===== config.mk =====
export PLATFORM = sky130hd
export DESIGN_NAME = hmc_rx_flit_packer
export DESIGN_NICKNAME = d
export VERILOG_FILES = /design/src/rtl/hmc_rx_flit_packer.sv
export SDC_FILE = /design/constraint.sdc
export NUM_CORES = 2
export LEC_CHECK = 0
export ABC_AREA = 1
export BUFFER_PORTS_ARGS = -buffer_cell sky130_fd_sc_hd__buf_4
export CORE_MARGIN = 2
export CORE_UTILIZATION = 50
export DETAILED_ROUTE_END_ITERATION = 12
export GPL_ROUTABILITY_DRIVEN = 0
export PLACE_DENSITY = 0.72
export SYNTH_ARGS = -nofsm -noshare
export SYNTH_HDL_FRONTEND = slang
export SYNTH_SLANG_ARGS = --single-unit
export TNS_END_PERCENT = 30

===== constraint.sdc =====
create_clock -name clk -period 3.23 [get_ports clk]
set_input_delay 0.646 -clock clk [delete_from_list [all_inputs] [get_ports clk]]
set_output_delay 0.646 -clock clk [all_outputs]
set_load 0.01 [all_outputs]

===== src/rtl/hmc_rx_flit_packer.sv =====
// Packs a one-flit-per-cycle stream into FPW-flit PHY words, with optional
// per-packet padding, idle-timeout flush of partial words and null-slot counting.
module hmc_rx_flit_packer #(
   parameter int FPW           = 4,
   parameter int FLIT_SIZE     = 128,
   parameter int DWIDTH        = FPW*FLIT_SIZE,
   parameter int PAD_MODE      = 1,
   parameter int FLUSH_TIMEOUT = 16
) (
   input  logic                 clk,
   input  logic                 res_n,
   input  logic [FLIT_SIZE-1:0] flit_data,
   input  logic                 flit_valid,
   input  logic                 flit_eop,
   output logic                 flit_ready,
   output logic [DWIDTH-1:0]    phy_data,
   output logic                 phy_valid,
   input  logic                 phy_ready,
   output logic [FPW-1:0]       phy_flit_mask,
   output logic [FPW-1:0]       phy_eop_mask,
   output logic [15:0]          null_flit_cnt
);

   localparam int IDXW = (FPW > 1) ? $clog2(FPW) : 1;
   localparam int IDLW = (FLUSH_TIMEOUT > 0) ? $clog2(FLUSH_TIMEOUT + 1) : 1;
   localparam logic [IDXW-1:0] IDX_LAST = IDXW'(FPW - 1);
   localparam logic [IDLW-1:0] IDLE_MAX = IDLW'(FLUSH_TIMEOUT);

   logic [DWIDTH-1:0] acc_data;
   logic [DWIDTH-1:0] word_data;
   logic [FPW-1:0]    acc_eop;
   logic [FPW-1:0]    word_eop;
   logic [FPW-1:0]    word_fill;
   logic [IDXW-1:0]   idx;
   logic [IDXW:0]     n_fill;
   logic [IDLW-1:0]   idle_cnt;
   logic              out_free;
   logic              accept;
   logic              close_acc;
   logic              flush;
   logic              close_word;

   assign out_free   = !phy_valid || phy_ready;
   assign flit_ready = out_free;
   assign accept     = flit_valid && out_free;
   assign close_acc  = accept && ((idx == IDX_LAST) || ((PAD_MODE != 0) && flit_eop));
   // An accept in the same cycle always beats the timeout.
   assign flush      = (FLUSH_TIMEOUT > 0) && !accept && (idx != '0) &&
                       (idle_cnt == IDLE_MAX) && out_free;
   assign close_word = close_acc || flush;

   // Candidate word: the assembly buffer plus the flit being accepted now.
   always_comb begin
      word_data = acc_data;
      word_eop  = acc_eop;
      n_fill    = {1'b0, idx};
      if (accept) begin
         word_data[int'(idx)*FLIT_SIZE +: FLIT_SIZE] = flit_data;
         word_eop[idx] = flit_eop;
         n_fill        = {1'b0, idx} + (IDXW+1)'(1);
      end
      for (int i = 0; i < FPW; i++) begin
         word_fill[i] = (i < int'(n_fill));
      end
   end

   always_ff @(posedge clk or negedge res_n) begin
      if (!res_n) begin
         phy_valid     <= 1'b0;
         phy_data      <= '0;
         phy_flit_mask <= '0;
         phy_eop_mask  <= '0;
         null_flit_cnt <= '0;
         acc_data      <= '0;
         acc_eop       <= '0;
         idx           <= '0;
         idle_cnt      <= '0;
      end else begin
         if (close_word) begin
            phy_valid     <= 1'b1;
            phy_data      <= word_data;
            phy_flit_mask <= word_fill;
            phy_eop_mask  <= word_eop;
            null_flit_cnt <= null_flit_cnt + 16'(FPW - int'(n_fill));
            acc_data      <= '0;
            acc_eop       <= '0;
            idx           <= '0;
         end else begin
            if (phy_ready) phy_valid <= 1'b0;
            if (accept) begin
               acc_data <= word_data;
               acc_eop  <= word_eop;
               idx      <= idx + IDXW'(1);
            end
         end

         if (accept || (idx == '0) || flush) begin
            idle_cnt <= '0;
         end else if ((FLUSH_TIMEOUT > 0) && (idle_cnt != IDLE_MAX)) begin
            idle_cnt <= idle_cnt + IDLW'(1);
         end
      end
   end

endmodule


---- After elaboration in Yosys (flattened, before gate mapping) ----
Index checks and enable logic that the tools add are counted.
storage, ports and cells
  bits of input ports ..................... 133
  output and inout bits ................... 538
  bits in latches ......................... 0
  logic and storage cells ................. 61
  memories kept ........................... 0
  register bits ........................... 1,060
  bits in read-only memories .............. 0
  RAM bits ................................ 0
operators by class
  reduce and logical (&&, ||, !) cells .... 18
  multiply operators ...................... 0
  mux-type cells .......................... 17
  add/subtract/negate cells ............... 6
  shift-type cells ........................ 2
  bitwise logic cells ..................... 0
  divide/modulo/power cells ............... 0
  equality and inequality tests ........... 3
  magnitude comparators ................... 6
operators by type and width
  cell                                                                           number
  512-bit 2-to-1 mux                                                             3
  512-bit bitwise mux                                                            1
  128-bit by 33-bit variable shift with 512-bit output (first input constant)    1
  128-bit by 33-bit indexed part select with 512-bit output                      1
  9-bit negator with 33-bit output                                               1
  16-bit adder                                                                   1
  4-bit 2-to-1 mux                                                               3
  5-bit 2-to-1 mux                                                               2
  2-bit nonzero test                                                             4
  1-bit logical AND                                                              6
  1-bit by 3-bit less-than comparator with 1-bit output (first input constant)   2
  2-bit by 3-bit less-than comparator with 1-bit output (first input constant)   2
  5-bit by 1-bit adder with 5-bit output (second input constant)                 1
  5-bit == test (second input constant)                                          1
  1-bit logical OR                                                               5
  5-bit != test (second input constant)                                          1
  4-bit bitwise mux                                                              1
  2-bit 2-to-1 mux                                                               2
  3-bit by 3-bit subtractor with 4-bit output (first input constant)             1
  2-bit by 1-bit adder with 3-bit output (second input constant)                 1
  2-bit by 3-bit less-than comparator with 1-bit output (second input constant)  1
  1-bit 2-to-1 mux                                                               3
  3-bit 2-to-1 mux                                                               1
  2-bit by 1-bit adder with 2-bit output (second input constant)                 1
  other kinds (5)                                                                6

---- Logic depth before layout (Yosys ltp) ----
  depth in word-level cells ............... 9
  depth in mapped cells ................... 18
  gate-level depth less buffers ........... 17

---- Worst setup path after synthesis ----
Ideal clock, no wire load.
  path kind ............................... reg2reg
  start ................................... reg idx[0]
  end ..................................... reg null_flit_cnt[5]
  stages on the path, launching flop included .. 15
  arrival ................................. 2.845 ns
  library setup time ...................... 0.118 ns
  path slack .............................. 0.267 ns
  cell sequence ........................... dfrtp_1 clkbuf_1 inv_1 ha_1 clkbuf_1 o21ai_0 ha_1 xor2_1 ha_1 or2_2 nand3b_1 nand2_1 or2_2 nand3_1 nand2_1
between the ends
  word-level cells in the longest chain between the ends .. 5
ends and longest elaborated chain
  element                                                               RTL line  text
  start: declaration                                                    34        logic [IDXW-1:0] idx;
  start signal: assignment                                              93        idx <= idx + IDXW'(1);
  parallel branches: the longest is 5 deep, another holds 16-bit adder  --
  end signal: assignment                                                84        null_flit_cnt <= null_flit_cnt + 16'(FPW - int'(n_fill));
  end: declaration                                                      21        output logic [15:0] null_flit_cnt
Parallel ways; which one is timed is not known.
A chain may end at the register's enable or synchronous reset.

---- Final worst setup path ----
Ends and elaborated chain as after synthesis.

==> flow_summary.toml <==
[sta]
min_period_ns = 2.92
max_freq_mhz = 343
slew_headroom_pct = 27.9
skew_ns = 0.0277
rsz0062_at_grt = "false"
finalHoldViolCount = 0
finalCritPeriodShare_pct = 90.3
fin_setup_tns_ns = 0
setup-violations-final = 0
tightestPinTransition_ns = 1.08
fin_ws_ns = 0.314
final-max-slew-violation-count = 0

[clocking]
cts_made_buffers = 107
cts.sinks = 1060
clk_latency_ns = 0.66
post_cts_resized = 0
clockBufferDepth = 3
cts_setup_buffers = 0
cts.hold.buffers_added = 1
cts-htree-levels = 3
clk_pin_slew_worst_paths_ns = 0.06
cts_tree = "done"
cts-root-buf = "clkbuf_16"

[logic_synthesis]
yosysWarnings = 0
synth_largest_area_cell = "dfrtp_1"
async_flop_share_pct = 100
avgSynthCellArea_um2 = 8.99
synth_seq_area_share_pct = 61.4
yosys.cell_count.top_type = "nand2_1"
synthDistinctLibCells = 30
synth_edf_count = 0
ys_top_cells_by_count = "nand2_1 (1,119), dfrtp_1 (1,060), o21ai_0 (645), nor2_1 (563), o21ai_1 (396)"
syn_inst = 4802
ys_ff_latch = 1060
synth_flop_cell = "dfrtp_1"
syn-num-nets = 4960
netlist_area_um2 = 43200
netlist.area_leader.share_pct = 61.4
synth_area_leaders = "dfrtp_1 (61%), nand2_1 (9.7%), o21ai_0 (7.5%)"

[grt]
grt_pass1_wl_um = 202000
antenna_found_initial = 1
grtUsageTotal_pct = 28.7
gr-total-overflow = 0
grt_max_degree = 113
grt_pass1_vias = 34600

[place]
pre_cts_slack_ns = 0.165
post-dp-hpwl_um = 84000
port_buffers = 670

[floorplanning]
pin_count = 671
dieArea_um2 = 88700
num_rows = 107
initial_core_util_pct = 50.6
fp.coreArea_um2 = 85400
die_w_um = 298
die_y_um = 298

[critical_path]
endpoint_kind = "flip-flop"
cp.required_ns = 3.79
arrival_ns = 3.47
path_class = "reg -> reg"
critical_path.max_fanout = 6
start_kind = "flip-flop"

[power]
power_density_nw_per_um2 = 1010
vdd_ir_drop_max_v = 0.000746
p_leak_nw = 25.9

[routing]
drtIter0Drc = 2994
drc_errors = 0
via_per_inst = 5.48
vias = 36000
wirelength_um = 129000
wl_per_cell_um = 19.7
dr.pass1.iters = 6
ant_nets = 0

[cells_and_area]
syn_to_final_growth_pct = 23.6
drive_gt1_share_pct = 18.1
post-route-util_pct = 62.5
nNetsFinal = 5483

[worst_hold_path]
hp-class = "in -> reg"

[status]
status = "finished, final reports clean"

[job]
cap_violations = 0
==> per-stage QoR <==
| stage | total power, W | instances | instance area [um^2] | hold slack (ns) |
|---|---|---|---|---|
| 3_3_place_gp | 0.0402 | 6359 | 49600 | 0.457 |
| 5_1_grt | 0.0567 | 6558 | 53400 | 0.299 |
| 3_5_place_dp | 0.0407 | 6359 | 49600 | 0.462 |
| 6_report | 0.0537 | 6558 | 53400 | 0.309 |
| 2_1_floorplan | 0.0305 | 4802 | 43200 | 0.350 |
| 4_1_cts | 0.0539 | 6557 | 53400 | 0.277 |
==> where the power goes <==
group	internal [W]	switching, W	leakage (nW)
logic	0.00744	0.0123	10.2
clock network	0.00765	0.00535	1.81
registers	0.0181	0.00281	13.9
==> worst max-delay path, stage by stage, from the launching register on <==
cell,delay (ns)
dfrtp_4,0.51
inv_1,0.10
ha_1,0.25
o21ai_0,0.33
ha_1,0.22
xor2_1,0.16
ha_1,0.29
or2_2,0.31
nand3b_1,0.09
nand2_1,0.12
or2_2,0.30
nand3_1,0.07
nand2_1,0.05
==> worst paths after layout <==
kind,startpoint,end,slack [ns],depth (start not counted)
max reg2reg,idx[0],null_flit_cnt[5],0.31,12
max in group asynchronous,res_n,phy_data[39],1.59,4
min reg2reg,phy_flit_mask[1],phy_flit_mask[1],0.48,2
min,flit_data[105],acc_data[489],0.31,3
max,idx[0],null_flit_cnt[5],0.31,12
min in group asynchronous,res_n,null_flit_cnt[14],0.51,2
==> state kept, by name, indices dropped and copies added (netlist names) <==
name           flops
idx                2
acc_data         512
phy_flit_mask      4
phy_eop_mask       4
phy_data         512
idle_cnt           5
phy_valid          1
null_flit_cnt     16
acc_eop            4
==> layout by cell type, fill, tap and decap left out, types with 2 or more instances in the layout <==
master      netlist  final
a31oi_1         100    100
clkbuf_1        181     23
clkinv_2          0     19
ha_1             24     23
o21ai_1         396    396
inv_6             0      3
xor2_1            6      6
nand2_1        1119   1118
nor2_1          563    561
nand2_2           4      3
nand4_1         102    102
a21oi_1         108    108
nor3_1            5      4
buf_4            16    723
nand3_1          53     52
o21ai_0         645    645
nor2_4            1      5
clkbuf_8          0     20
clkinv_4          0      3
inv_16            0      3
nor3_2            1      2
clkbuf_16         0    107
xnor2_1           2      2
clkinvlp_4        0      7
buf_12            0     56
nand3b_1          3      3
inv_2             7      3
bufinv_16         0     13
inv_1           226    226
dfrtp_1        1060   1059
clkinv_16         0      2
or2_2             4      4
==> routing by layer <==
layer,GRT usage [%],up-vias,wire (um),part of all wire [%]
met5,0,-,0,0
met4,12.6,0,6060,4.7
met3,5.53,271,9140,7.1
met2,46.2,1254,61600,48
met1,38.0,17700,52200,40
li1,-,16800,-,-
==> cell families after synthesis <==
kind of cell	count (synthesis)	synth area share [%]
and+or+nand+nor	1858	17.0
adders and majority gates	25	0.742
AOI/OAI and AO/OA	1251	14.8
buffers and inverters	600	5.82
xor gates and xnor gates	8	0.162
DFF	1060	61.4
==> cell type report <==
| cell class | instances | area (um^2) |
|---|---|---|
| flip-flops and latches | 1060 | 26500 |
| fillers | 7106 | 32000 |
| multi-input cells | 3142 | 14200 |
| inverters | 233 | 897 |
| repair buffers | 781 | 6570 |
| well taps | 1144 | 1430 |
| clock inverters | 47 | 684 |
| diodes | 1 | 2.50 |
| clock buffers | 150 | 3040 |
Note: power is estimated with default switching activity, not from simulation.
